## config.mk

```make
export PLATFORM = sky130hd
export DESIGN_NAME = ila_dump_ctrl
export DESIGN_NICKNAME = d
export VERILOG_FILES = /design/src/rtl/ila_dump_ctrl.sv
export SDC_FILE = /design/constraint.sdc
export NUM_CORES = 1
export LEC_CHECK = 0
export ABC_AREA = 1
export BUFFER_PORTS_ARGS = -buffer_cell sky130_fd_sc_hd__buf_2
export CORE_MARGIN = 2
export CORE_UTILIZATION = 58
export CTS_BUF_LIST = sky130_fd_sc_hd__clkbuf_4 sky130_fd_sc_hd__clkbuf_8
export CTS_CLUSTER_DIAMETER = 40
export DETAILED_ROUTE_END_ITERATION = 8
export PLACE_DENSITY = 0.87
export SYNTH_ARGS = -nofsm -noshare
export SYNTH_HDL_FRONTEND = slang
export SYNTH_SLANG_ARGS = --single-unit
export TNS_END_PERCENT = 50
```

## constraint.sdc

```tcl
create_clock -name clk_i -period 2.7 [get_ports clk_i]
set_input_delay 0.135 -clock clk_i [delete_from_list [all_inputs] [get_ports clk_i]]
set_output_delay 0.135 -clock clk_i [all_outputs]
set_load 0.05 [all_outputs]
```

## src/rtl/ila_dump_ctrl.sv

```systemverilog
// ---------------------------------------------------------------------------
// ila_dump_ctrl
//
// Readout sequencer for the ILA capture buffer. A start command latches the
// captured sample count. The block then walks every (index, value_select)
// pair of the buffer. For each word it waits out the buffer's fixed read
// latency, then presents the word on a valid/ready stream. The last beat of a
// dump is tagged with m_last_o, and completion is flagged by a one-cycle
// done_o pulse.
//
// Optional build macro:
//   ILA_DUMP_HEADER_EN - when defined, a header beat carrying the
//                        zero-extended sample count is emitted before the
//                        first data word. With a zero count the header is
//                        the only beat and carries m_last_o.
//
// Parameters:
//   DATA_W   - readout word / stream data width
//   BUFFER_W - sample index / count width
//   SEL_W    - value_select width
//   N_PARTS  - DATA_W-words per sample (1 .. 2**SEL_W)
//   READ_LAT - clk_i edges from index/value_select change to valid value_i
//
// Ports:
//   clk_i          in   system clock
//   arst_i         in   asynchronous reset, active-high
//   cke_i          in   clock enable; low freezes every register
//   start_i        in   begin a dump (sampled in IDLE only)
//   abort_i        in   terminate the dump and return to IDLE (top priority)
//   n_samples_i    in   captured sample count from the ILA core
//   index_o        out  buffer read address
//   value_select_o out  word select within a sample
//   value_i        in   read data from the ILA core
//   busy_o         out  dump in progress
//   done_o         out  one-cycle pulse at dump completion
//   m_valid_o      out  stream data valid
//   m_ready_i      in   stream sink ready
//   m_data_o       out  stream data
//   m_last_o       out  final beat of the dump
// ---------------------------------------------------------------------------
module ila_dump_ctrl #(
  parameter int DATA_W   = 32,
  parameter int BUFFER_W = 10,
  parameter int SEL_W    = 2,
  parameter int N_PARTS  = 2,
  parameter int READ_LAT = 2
) (
  input  logic                clk_i,
  input  logic                arst_i,
  input  logic                cke_i,
  input  logic                start_i,
  input  logic                abort_i,
  input  logic [BUFFER_W-1:0] n_samples_i,
  output logic [BUFFER_W-1:0] index_o,
  output logic [SEL_W-1:0]    value_select_o,
  input  logic [DATA_W-1:0]   value_i,
  output logic                busy_o,
  output logic                done_o,
  output logic                m_valid_o,
  input  logic                m_ready_i,
  output logic [DATA_W-1:0]   m_data_o,
  output logic                m_last_o
);

  // The wait counter must be able to hold READ_LAT itself.
  localparam int                CNT_W    = (READ_LAT < 1) ? 1 : $clog2(READ_LAT + 1);
  localparam logic [CNT_W-1:0]  CNT_LAST = CNT_W'(READ_LAT);
  localparam logic [SEL_W-1:0]  SEL_LAST = SEL_W'(N_PARTS - 1);

  typedef enum logic [2:0] {
    S_IDLE = 3'd0,
    S_HDR  = 3'd1,   // header beat on the stream (header build only)
    S_WAIT = 3'd2,   // waiting out the buffer read latency
    S_OUT  = 3'd3,   // data beat on the stream, waiting for handshake
    S_DONE = 3'd4
  } state_t;

  state_t              r_state;
  state_t              w_state_next;

  logic [BUFFER_W-1:0] r_count;
  logic [BUFFER_W-1:0] r_index;
  logic [SEL_W-1:0]    r_sel;
  logic [CNT_W-1:0]    r_cnt;
  logic                r_valid;
  logic [DATA_W-1:0]   r_data;
  logic                r_last;
  logic                r_busy;
  logic                r_done;

  logic [BUFFER_W-1:0] w_count_next;
  logic [BUFFER_W-1:0] w_index_next;
  logic [SEL_W-1:0]    w_sel_next;
  logic [CNT_W-1:0]    w_cnt_next;
  logic                w_valid_next;
  logic [DATA_W-1:0]   w_data_next;
  logic                w_last_next;
  logic                w_busy_next;
  logic                w_done_next;

  logic                w_handshake;
  logic                w_final_word;
  logic                w_start;

  assign w_handshake  = r_valid & m_ready_i;
  // Only evaluated in WAIT, where r_count is known to be non-zero.
  assign w_final_word = (r_index == (r_count - BUFFER_W'(1))) && (r_sel == SEL_LAST);
  // A simultaneous abort cancels a start in IDLE.
  assign w_start      = start_i & ~abort_i;

  // -------------------------------------------------------------------------
  // State register
  // -------------------------------------------------------------------------
  always_ff @(posedge clk_i or posedge arst_i) begin
    if (arst_i) begin
      r_state <= S_IDLE;
    end else if (cke_i) begin
      r_state <= w_state_next;
    end
  end

  // -------------------------------------------------------------------------
  // Next-state logic
  // -------------------------------------------------------------------------
  always_comb begin
    w_state_next = r_state;
    case (r_state)
      S_IDLE: begin
        if (start_i) begin
`ifdef ILA_DUMP_HEADER_EN
          w_state_next = S_HDR;
`else
          w_state_next = (n_samples_i == '0) ? S_DONE : S_WAIT;
`endif
        end
      end
      S_HDR: begin
        if (w_handshake) begin
          w_state_next = r_last ? S_DONE : S_WAIT;
        end
      end
      S_WAIT: begin
        if (r_cnt == CNT_LAST) begin
          w_state_next = S_OUT;
        end
      end
      S_OUT: begin
        if (w_handshake) begin
          w_state_next = r_last ? S_DONE : S_WAIT;
        end
      end
      S_DONE: begin
        w_state_next = S_IDLE;
      end
      default: begin
        w_state_next = S_IDLE;
      end
    endcase
    // Abort overrides every transition, including a start in IDLE.
    if (abort_i) begin
      w_state_next = S_IDLE;
    end
  end

  // -------------------------------------------------------------------------
  // Output / datapath next-value logic
  // -------------------------------------------------------------------------
  always_comb begin
    w_count_next = r_count;
    w_index_next = r_index;
    w_sel_next   = r_sel;
    w_cnt_next   = r_cnt;
    w_valid_next = r_valid;
    w_data_next  = r_data;
    w_last_next  = r_last;

    case (r_state)
      S_IDLE: begin
        if (w_start) begin
          w_count_next = n_samples_i;
          w_index_next = '0;
          w_sel_next   = '0;
          w_cnt_next   = '0;
`ifdef ILA_DUMP_HEADER_EN
          w_valid_next = 1'b1;
          w_data_next  = DATA_W'(n_samples_i);
          w_last_next  = (n_samples_i == '0);
`endif
        end
      end
      S_HDR: begin
        // Address is already (0,0), so the first WAIT can start directly.
        if (w_handshake) begin
          w_valid_next = 1'b0;
          w_last_next  = 1'b0;
        end
      end
      S_WAIT: begin
        if (r_cnt == CNT_LAST) begin
          // Counter is re-armed here so the next WAIT entry starts from 0.
          w_cnt_next   = '0;
          w_valid_next = 1'b1;
          w_data_next  = value_i;
          w_last_next  = w_final_word;
        end else begin
          w_cnt_next   = r_cnt + CNT_W'(1);
        end
      end
      S_OUT: begin
        if (w_handshake) begin
          w_valid_next = 1'b0;
          w_last_next  = 1'b0;
          // On the final beat the address is left where it is so it never
          // steps past count-1.
          if (!r_last) begin
            if (r_sel == SEL_LAST) begin
              w_sel_next   = '0;
              w_index_next = r_index + BUFFER_W'(1);
            end else begin
              w_sel_next   = r_sel + SEL_W'(1);
            end
          end
        end
      end
      default: begin
      end
    endcase

    // A pending beat is simply dropped; the sink has to tolerate it.
    if (abort_i) begin
      w_valid_next = 1'b0;
      w_last_next  = 1'b0;
      w_index_next = '0;
      w_sel_next   = '0;
      w_cnt_next   = '0;
    end

    w_busy_next = (w_state_next != S_IDLE);
    w_done_next = (w_state_next == S_DONE);
  end

  // -------------------------------------------------------------------------
  // Datapath / output registers
  // -------------------------------------------------------------------------
  always_ff @(posedge clk_i or posedge arst_i) begin
    if (arst_i) begin
      r_count <= '0;
      r_index <= '0;
      r_sel   <= '0;
      r_cnt   <= '0;
      r_valid <= 1'b0;
      r_data  <= '0;
      r_last  <= 1'b0;
      r_busy  <= 1'b0;
      r_done  <= 1'b0;
    end else if (cke_i) begin
      r_count <= w_count_next;
      r_index <= w_index_next;
      r_sel   <= w_sel_next;
      r_cnt   <= w_cnt_next;
      r_valid <= w_valid_next;
      r_data  <= w_data_next;
      r_last  <= w_last_next;
      r_busy  <= w_busy_next;
      r_done  <= w_done_next;
    end
  end

  assign index_o        = r_index;
  assign value_select_o = r_sel;
  assign busy_o         = r_busy;
  assign done_o         = r_done;
  assign m_valid_o      = r_valid;
  assign m_data_o       = r_data;
  assign m_last_o       = r_last;

endmodule

```

==> impl_metrics.env, run 1 <==
export IMPL_status="finished clean"
export IMPL_syn_area_um2=3440
export IMPL_core_area_um2=5820
export IMPL_num_rows=28
export IMPL_rsz0062_at_grt="no"
export IMPL_finalHoldViolations=0
export IMPL_num_antenna_cells=0
export IMPL_nNetsFinal=524
export IMPL_crit_arrival_ns=2.00
export IMPL_finalCritPeriodShare_pct=63.8
export IMPL_required_ns=2.98
export IMPL_intPower_w=0.00177
export IMPL_power_share_sequential_pct=41.5
export IMPL_top_layer_used="met4"
export IMPL_slew_viol_final=0
export IMPL_clkTransAtPathRegs_ns=0.07
export IMPL_hp_class="input port to flip-flop"
export IMPL_die_x_um=81.0
export IMPL_wl_met1_um=3270
export IMPL_track_usage_pct=25.3
export IMPL_synth_edf_count=0
export IMPL_drtAntennaViolNets=0
export IMPL_cap_violations=0
export IMPL_area_delta_synth_final_pct=20.9
export IMPL_finalInstanceArea_um2=4160
export IMPL_crit_start="r_count[0]$_DFFE_PP0P_"
export IMPL_yosysSeqAreaShare_pct=45.9
export IMPL_regArea_um2=1580
export IMPL_cts_buffers=9
export IMPL_wl_per_cell_um=13.8
export IMPL_met3_length_um=485
export IMPL_power_share_switching_pct=36.9
export IMPL_ys_warnings_count=0
export IMPL_route_vias_total=2907
export IMPL_drc=0
export IMPL_synth_flop_cell="dfrtp_1"
export IMPL_start_util_pct=59.1
export IMPL_dieArea_um2=6560
export IMPL_switchingPower_w=0.00104
export IMPL_grt_max_degree=35
export IMPL_postSynth_asyncResetShare_pct=100
export IMPL_finalSetupViolCount=0
export IMPL_r2r_slack_ns=0.98
export IMPL_p_per_area_nw_per_um2=676
export IMPL_grt_pass1_wl_um=12600
export IMPL_wl_met2_um=3670
export IMPL_first_global_vias=2871
export IMPL_syn_inst=372
export IMPL_dpl_cell_area_um2=3950
export IMPL_power_leakage_nw=2.36
export IMPL_cts_tree="yes"
export IMPL_yosysUniqueCellTypes=31
export IMPL_clk_latency_ns=0.34
export IMPL_vias_per_cell=5.25
export IMPL_fin_setup_tns_ns=0
export IMPL_die_y_um=81.0
export IMPL_post_dp_hpwl_um=5760
export IMPL_setup_ws_ns=0.978
export IMPL_p_comb_share_pct=30.1
export IMPL_worst_setup_path_start_kind="flip-flop"
export IMPL_cts_root_buf="clkbuf_8"
export IMPL_synth_net_count=422
export IMPL_postLayoutCoreUtil_pct=71.5
export IMPL_htreeDepth=3
export IMPL_portBuffers=95
export IMPL_drive_above_1_share_pct=37.2
export IMPL_fmax_ghz=0.581
export IMPL_critical_path_class="flip-flop to flip-flop"
export IMPL_ys_seq_elements=63
export IMPL_cts_path_max_buffers=2
export IMPL_antenna_found_initial=0
export IMPL_min_from="n_samples_i[9]"
export IMPL_fillCellCount=464
export IMPL_syn_area_per_cell_um2=9.24
export IMPL_ioPinCount=96
export IMPL_place_ws_ns=1.01
export IMPL_firstDrtPassIters=4
export IMPL_clock_sinks=63
export IMPL_gr_total_overflow=0
export IMPL_cp_max_fo=5
export IMPL_tightestPinTransition_ns=0.705
export IMPL_multiInputGateArea_um2=1610
export IMPL_relSlewSlack_pct=52.9
export IMPL_fin_crit_ns=1.72
export IMPL_r2r_start="r_count[0]$_DFFE_PP0P_"
export IMPL_first_iter_violations=145
export IMPL_finalClockSkew_ns=0.00602
export IMPL_crit_path_end_kind="flip-flop"
export IMPL_p_clk_share_pct=28.4
export IMPL_gp_congestion=0.893
export IMPL_finalWirelength_um=7640
export IMPL_peakVddDrop_mv=0.475
==> metrics by stage <==
stage               instances  hold WS, ns  power [W]
floorplan                 372        0.267    0.00181
global placement          537        0.282    0.00199
detailed placement        537        0.297    0.00202
CTS                       554      0.00581    0.00283
global route              554      0.00478    0.00295
finish                    554       0.0166    0.00281
==> final timing paths <==
path | endpoint | cells past startpoint
worst max-delay path | m_last_o$_DFFE_PP0P_ | 12
worst min-delay path | r_count[9]$_DFFE_PP0P_ | 2
worst max register to register | m_last_o$_DFFE_PP0P_ | 12
worst min register to register | done_o$_DFFE_PP0P_ | 2
max in group asynchronous | m_data_o[19]$_DFFE_PP0P_ | 4
min in group asynchronous | r_count[0]$_DFFE_PP0P_ | 3
==> worst max-delay path, cell delays in order (launching register included) <==
cell and delay (ns):
dfrtp_1 0.44, inv_1 0.10, ha_1 0.26, nand2_1 0.14, inv_1 0.10, nand2_1 0.05, nand2_1 0.09, nor2_1 0.04
nor2_1 0.09, nand3_1 0.06, nor2_1 0.16, nand2_1 0.07, nand2_1 0.06
==> cell usage in the layout, fill, tap and decap left out, drive strengths merged <==
cell type    instances
o21bai               1
ha                   2
nor2                41
bufinv               1
clkbuf              10
nor3b                2
clkinv               4
buf                 98
o21a                 1
xnor2                3
nand2               87
o21ai               24
nand3               32
inv                 47
o22ai                1
or2                  1
dfrtp               63
nand4                9
mux2                33
xor2                 3
dlygate4sd3          1
a21oi                7
clkinvlp             1
nor3                 7
==> Yosys cell counts (3+ instances only) <==
| cell | number | area share (%) |
|---|---|---|
| xor2_1 | 3 | 0.76 |
| nand4_1 | 9 | 1.6 |
| nand2_2 | 3 | 0.55 |
| o21ai_0 | 10 | 1.5 |
| buf_6 | 4 | 1.3 |
| nor2_1 | 35 | 3.8 |
| nor2_4 | 4 | 1.3 |
| xnor2_1 | 3 | 0.76 |
| nand3_2 | 7 | 2.0 |
| inv_1 | 39 | 4.3 |
| dfrtp_1 | 63 | 46 |
| o21ai_1 | 10 | 1.5 |
| o21ai_2 | 4 | 1.0 |
| nand2_1 | 84 | 9.2 |
| nand3_1 | 23 | 3.3 |
| nor3_1 | 7 | 1.0 |
| a21oi_1 | 7 | 1.0 |
| inv_2 | 8 | 0.87 |
| mux2_4 | 30 | 13 |
| buf_2 | 3 | 0.44 |
==> power groups by stage <==
stage	registers [W]	logic, W	clock network, W
global route	0.00118	0.000918	0.000850
CTS	0.00116	0.000849	0.000817
detailed placement	0.00118	0.000842	0
global placement	0.00117	0.000815	0
finish	0.00117	0.000846	0.000800
floorplan	0.00144	0.000380	0
==> metal layers <==
layer / up-vias / track usage, %
met4: 0 / 14.7
met1: 1364 / 30.5
li1: 1410 / -
met5: - / 0
met3: 17 / 6.22
met2: 116 / 41.3
==> logic make-up (layout without fill, tap and decap cells) <==
family	count (synthesis)	after routing	synth area share (%)
AND/OR/NAND/NOR	179	179	24.9
flip-flops	63	63	45.9
buffers and inverters	55	162	7.32
AO/OA/AOI/OAI	34	34	5.57
multiplexers	33	33	14.1
XOR/XNOR	6	6	1.53
adder cells (fa/ha/maj)	2	2	0.728
==> layout make-up <==
cell class,instances,share of cell area (%)
repair buffers,99,12.2
clock inverters,6,1.48
well taps,75,2.26
flip-flops and latches,63,37.9
clock buffers,10,3.16
multi-input cells,254,38.7
inverters,47,4.24
==> sequential cells by signal, indices dropped and copies added (netlist names) <==
name and flops:
busy_o 1, done_o 1, index_o 10, m_data_o 32, m_last_o 1, m_valid_o 1
r_cnt 2, r_count 10, r_state 3, value_select_o 2
==> repair_timing <==
item,in CTS,in global routing
endpoints found under the hold margin,32,0
hold buffers,1,0
resized for setup,0,0
endpoints found under the setup margin,0,0
setup buffers,0,0
Note: power is estimated with default switching activity, not from simulation.
==> inputs of run 2 (changes only) <==
--- a/config.mk
+++ b/config.mk
@@ -8,11 +8,11 @@
 export ABC_AREA = 1
 export BUFFER_PORTS_ARGS = -buffer_cell sky130_fd_sc_hd__buf_2
 export CORE_MARGIN = 2
-export CORE_UTILIZATION = 58
+export CORE_UTILIZATION = 49
 export CTS_BUF_LIST = sky130_fd_sc_hd__clkbuf_4 sky130_fd_sc_hd__clkbuf_8
 export CTS_CLUSTER_DIAMETER = 40
 export DETAILED_ROUTE_END_ITERATION = 8
-export PLACE_DENSITY = 0.87
+export PLACE_DENSITY = 0.79
 export SYNTH_ARGS = -nofsm -noshare
 export SYNTH_HDL_FRONTEND = slang
 export SYNTH_SLANG_ARGS = --single-unit
==> constraint.sdc (replaced) <==
create_clock -name clk_i -period 1.4 [get_ports clk_i]
set_input_delay 0.07 -clock clk_i [delete_from_list [all_inputs] [get_ports clk_i]]
set_output_delay 0.07 -clock clk_i [all_outputs]
set_load 0.05 [all_outputs]
==> impl_metrics.env, run 2 (synthesis results as in run 1) <==
export IMPL_multiInputGateArea_um2=1840
export IMPL_setup_ws_ns=-0.168
export IMPL_cap_violations=0
export IMPL_cts_buffers=9
export IMPL_p_per_area_nw_per_um2=1170
export IMPL_slew_viol_final=0
export IMPL_crit_slowest_cell="dfrtp_1"
export IMPL_finalCritPeriodShare_pct=112
export IMPL_crit_path_end_kind="flip-flop"
export IMPL_start_util_pct=50.6
export IMPL_clock_sinks=63
export IMPL_gr_total_overflow=0
export IMPL_drc=0
export IMPL_hp_class="input port to flip-flop"
export IMPL_die_y_um=87.8
export IMPL_fmax_ghz=0.638
export IMPL_area_delta_synth_final_pct=55.8
export IMPL_peakVddDrop_mv=0.789
export IMPL_drtAntennaViolNets=0
export IMPL_nNetsFinal=614
export IMPL_drive_above_1_share_pct=49.0
export IMPL_r2r_start="r_state[2]$_DFFE_PP0P_"
export IMPL_crit_start="r_state[2]$_DFFE_PP0P_"
export IMPL_antenna_found_initial=0
export IMPL_violations="negative setup slack"
export IMPL_fin_crit_ns=1.57
export IMPL_tightestPinTransition_ns=0.476
export IMPL_num_antenna_cells=0
export IMPL_die_x_um=87.8
export IMPL_clkTransAtPathRegs_ns=0.08
export IMPL_firstDrtPassIters=4
export IMPL_track_usage_pct=26.7
export IMPL_num_rows=30
export IMPL_critical_path_class="flip-flop to flip-flop"
export IMPL_status="complete, but fails checks"
export IMPL_required_ns=1.64
export IMPL_grt_max_degree=45
export IMPL_cp_cell_sequence="inv_2, nand2_4, nor2_4, nand3_2, nand2_2, inv_2, nand3_4, nor2_4, buf_12, buf_8, nand3_4, o21ai_2"
export IMPL_vias_per_cell=5.07
export IMPL_largest_reg_flops=32
export IMPL_dpl_cell_area_um2=4260
export IMPL_rsz0062_at_grt="yes"
export IMPL_cp_max_fo=4
export IMPL_grt_pass1_wl_um=15700
export IMPL_wl_per_cell_um=15.5
export IMPL_route_vias_total=3373
export IMPL_finalHoldViolations=0
export IMPL_cts_root_buf="clkbuf_8"
export IMPL_clk_latency_ns=0.35
export IMPL_portBuffers=95
export IMPL_fillCellCount=418
export IMPL_relSlewSlack_pct=68.0
export IMPL_cts_tree="yes"
export IMPL_gp_congestion=0.883
export IMPL_post_dp_hpwl_um=5970
export IMPL_finalInstanceArea_um2=5360
export IMPL_power_leakage_nw=2.83
export IMPL_core_area_um2=6790
export IMPL_first_global_vias=3310
export IMPL_htreeDepth=3
export IMPL_cts_path_max_buffers=2
export IMPL_dieArea_um2=7700
export IMPL_layout_commonest_cell="buf_2"
export IMPL_finalSetupViolCount=61
export IMPL_worst_setup_path_start_kind="flip-flop"
export IMPL_ioPinCount=96
export IMPL_finalClockSkew_ns=0.00838
export IMPL_regArea_um2=1590
export IMPL_crit_arrival_ns=1.81
export IMPL_finalWirelength_um=10300
export IMPL_fin_setup_tns_ns=-7.25
export IMPL_final_cell_mix="buf_2 (95), nand2_1 (72), dfrtp_1 (52), dlygate4sd3_1 (43), buf_4 (36)"
export IMPL_crit_path_max_incr_delay_ns=0.40
export IMPL_first_iter_violations=192
export IMPL_min_from="cke_i"
==> run 2: changes by cell type in the layout (fill, tap and decap cells not counted), sizes merged <==
cell | previous run | this run
buf | 98 | 145
bufinv | 1 | 2
clkinv | 4 | 1
clkinvlp | 1 | 3
dlygate4sd3 | 1 | 43
inv | 47 | 48
==> run 2: layer usage <==
metal / global-route usage (%) / share of wire, %
met2: 45.9 / 51
met1: 32.7 / 39
met3: 6.41 / 6.7
met4: 9.79 / 3.1
met5: 0 / 0
==> run 2: path summary, 6_finish.rpt <==
path / slack [ns] / endpoint / depth (start not counted)
max reg2reg: -0.17 / index_o[1]$_DFFE_PP0P_ / 12
min: 0.11 / r_state[0]$_DFFE_PP0P_ / 2
min reg2reg: 0.48 / done_o$_DFFE_PP0P_ / 2
max: -0.17 / index_o[1]$_DFFE_PP0P_ / 12
min in group asynchronous: 0.28 / m_data_o[14]$_DFFE_PP0P_ / 3
max in group asynchronous: 0.54 / m_valid_o$_DFFE_PP0P_ / 4
==> run 2: power breakdown <==
part | switching (W) | internal [W] | total [W]
Combinational | 0.00132 | 0.000887 | 0.00221
Sequential | 0.000198 | 0.00206 | 0.00226
Clock | 0.000768 | 0.00106 | 0.00183
==> run 2: timing repair <==
action | in CTS | in global routing
setup buffers | 2 | 13
hold endpoints to repair | 61 | 0
gates cloned | 1 | 1
gates resized for setup | 18 | 61
pin swaps | 5 | 19
endpoints found under the setup margin | 54 | 62
hold buffers | 43 | 0
==> run 2: critical path, delay by kind of cell (launching register included) <==
family | cells | cell delay [ns]
flip-flops | 1 | 0.40
AND/OR/NAND/NOR | 7 | 0.58
buffers and inverters | 4 | 0.44
AO/OA/AOI/OAI | 1 | 0.05
==> run 2: layout make-up <==
type	instances	area share, %
Clock buffer	10	2.57
Clock inverter	6	1.73
Sequential cell	63	29.7
Inverter	47	3.60
Timing Repair inverter	1	0.117
Timing Repair Buffer	188	25.8
Tap cell	96	2.24
Multi-Input combinational cell	254	34.3
==> run 2: through the flow <==
step | power [W] | util (%) | worst slack (ns) | hold slack (ns) | cells
after floorplan | 0.00351 | - | -0.187 | 0.195 | 372
after global placement | 0.00401 | 62.8 | -0.0492 | 0.101 | 589
after detailed placement | 0.00406 | 62.8 | -0.119 | 0.113 | 589
after CTS | 0.00604 | 73.9 | -0.101 | 0.0790 | 651
after global routing | 0.00657 | 78.8 | -0.260 | 0.118 | 665
final | 0.00629 | 78.8 | -0.168 | 0.114 | 665
==> inputs of run 3 (changes only) <==
--- a/config.mk
+++ b/config.mk
@@ -12,7 +12,9 @@
 export CTS_BUF_LIST = sky130_fd_sc_hd__clkbuf_4 sky130_fd_sc_hd__clkbuf_8
 export CTS_CLUSTER_DIAMETER = 40
 export DETAILED_ROUTE_END_ITERATION = 8
+export GPL_TIMING_DRIVEN = 0
 export PLACE_DENSITY = 0.79
+export SKIP_CTS_REPAIR_TIMING = 1
 export SYNTH_ARGS = -nofsm -noshare
 export SYNTH_HDL_FRONTEND = slang
 export SYNTH_SLANG_ARGS = --single-unit
==> impl_metrics.env, run 3 (synthesis results as in run 1) <==
export IMPL_power_leakage_nw=2.68
export IMPL_hp_class="input port to flip-flop"
export IMPL_drive_above_1_share_pct=44.9
export IMPL_cts_path_max_buffers=2
export IMPL_post_dp_hpwl_um=5520
export IMPL_required_ns=1.62
export IMPL_crit_slowest_cell="dfrtp_1"
export IMPL_worstReg2RegEnd="m_data_o[11]$_DFFE_PP0P_"
export IMPL_die_x_um=87.8
export IMPL_cp_cell_sequence="inv_4, buf_6, nand3_4, nor2_4, nand2_8, clkbuf_16, mux2_4"
export IMPL_tightestPinTransition_ns=0.686
export IMPL_largest_reg_flops=32
export IMPL_crit_path_max_incr_delay_ns=0.41
export IMPL_finalCritPeriodShare_pct=117
export IMPL_first_global_vias=2733
export IMPL_die_y_um=87.8
export IMPL_status="complete, but fails checks"
export IMPL_wl_per_cell_um=15.0
export IMPL_ff2ff_path_depth=7
export IMPL_fin_crit_ns=1.64
export IMPL_clkTransAtPathRegs_ns=0.07
export IMPL_multiInputGateArea_um2=1760
export IMPL_p_per_area_nw_per_um2=1110
export IMPL_num_antenna_cells=0
export IMPL_track_usage_pct=20.1
export IMPL_peakVddDrop_mv=0.744
export IMPL_crit_path_end_kind="flip-flop"
export IMPL_crit_start="r_state[2]$_DFFE_PP0P_"
export IMPL_relSlewSlack_pct=54.2
export IMPL_cts_root_buf="clkbuf_8"
export IMPL_min_path_cells=3
export IMPL_clk_latency_ns=0.34
export IMPL_hold_end="r_count[7]$_DFFE_PP0P_"
export IMPL_grt_max_degree=64
export IMPL_finalClockSkew_ns=0.00797
export IMPL_cts_tree="yes"
export IMPL_num_rows=30
export IMPL_worst_setup_path_start_kind="flip-flop"
export IMPL_finalSetupViolCount=54
export IMPL_hold_ws_ns=-0.00849
export IMPL_dieArea_um2=7700
export IMPL_cap_violations=0
export IMPL_slew_viol_final=0
export IMPL_r2r_slack_ns=-0.24
export IMPL_violations="negative hold slack, negative setup slack"
export IMPL_core_area_um2=6790
export IMPL_final_cell_mix="buf_2 (95), nand2_1 (75), dfrtp_1 (51), dlygate4sd3_1 (36), inv_1 (35)"
export IMPL_critical_path_class="flip-flop to flip-flop"
export IMPL_regArea_um2=1590
export IMPL_ioPinCount=96
export IMPL_finalWirelength_um=9600
export IMPL_fillCellCount=439
export IMPL_place_ws_ns=-0.183
export IMPL_clock_sinks=63
export IMPL_area_delta_synth_final_pct=47.3
export IMPL_portBuffers=94
export IMPL_gr_total_overflow=0
export IMPL_antenna_found_initial=0
export IMPL_postLayoutCoreUtil_pct=74.5
export IMPL_fmax_ghz=0.609
export IMPL_crit_arrival_ns=1.86
export IMPL_rsz0062_at_grt="yes"
export IMPL_min_from="n_samples_i[7]"
export IMPL_layout_commonest_cell="buf_2"
export IMPL_nNetsFinal=588
export IMPL_route_vias_total=3206
export IMPL_finalHoldViolations=3
export IMPL_setup_ws_ns=-0.241
export IMPL_firstDrtPassIters=4
export IMPL_drc=0
export IMPL_cts_buffers=9
export IMPL_first_iter_violations=132
export IMPL_htreeDepth=3
export IMPL_vias_per_cell=5.02
export IMPL_drtAntennaViolNets=0
export IMPL_start_util_pct=50.6
export IMPL_grt_pass1_wl_um=12200
export IMPL_cp_max_fo=8
export IMPL_gp_congestion=0.891
export IMPL_r2r_start="r_state[2]$_DFFE_PP0P_"
run 3: cell count changes in the layout (fill, tap and decap cells not counted), sizes merged:
cell,change
clkinv,+2
clkbuf,+4
inv,-2
bufinv,-2
nand3,+1
clkinvlp,+2
buf,-24
dlygate4sd3,-7
run 3: worst max path at each step:
stage,end,depth (start not counted)
2_1_floorplan,index_o[8]$_DFFE_PP0P_,11
3_3_place_gp,m_last_o$_DFFE_PP0P_,12
3_5_place_dp,m_last_o$_DFFE_PP0P_,12
4_1_cts,m_last_o$_DFFE_PP0P_,12
5_1_grt,m_last_o$_DFFE_PP0P_,11
6_report,m_data_o[11]$_DFFE_PP0P_,7
run 3: where the power goes:
part / total (W) / internal, W / switching, W
logic: 0.00196 / 0.000743 / 0.00122
registers: 0.00227 / 0.00206 / 0.000209
clock network: 0.00137 / 0.000651 / 0.000715
run 3: final cells by class:
type,instances,share of cell area [%]
repair buffers,153,22.0
inverters,47,3.81
clock inverters,6,0.741
plain buffers,8,2.17
well taps,96,2.37
clock buffers,10,2.60
multi-input cells,255,34.7
flip-flops and latches,63,31.4
repair inverters,1,0.148
run 3: through the flow:
stage	instance area (um2)	setup TNS [ns]	power, W	cells
floorplan	3470	-0.753	0.00351	372
global placement	4060	-3.90	0.00388	562
detailed placement	4060	-5.54	0.00392	562
CTS	4230	-6.07	0.00528	578
global route	5060	-13.80	0.00587	639
finish	5060	-9.52	0.00559	639
run 3: layer usage:
layer	routed length (um)	GRT usage, %	vias to the layer above
met5	0	0	-
met4	97	6.99	0
met3	679	5.94	10
met2	4800	32.0	125
met1	4020	26.4	1525
li1	-	-	1546
run 3: critical path: cells and delay by family (launching register included):
kind / cells / cell delay [ns]
flops: 1 / 0.41
buf+inv: 3 / 0.42
mux: 1 / 0.30
simple gates: 3 / 0.39
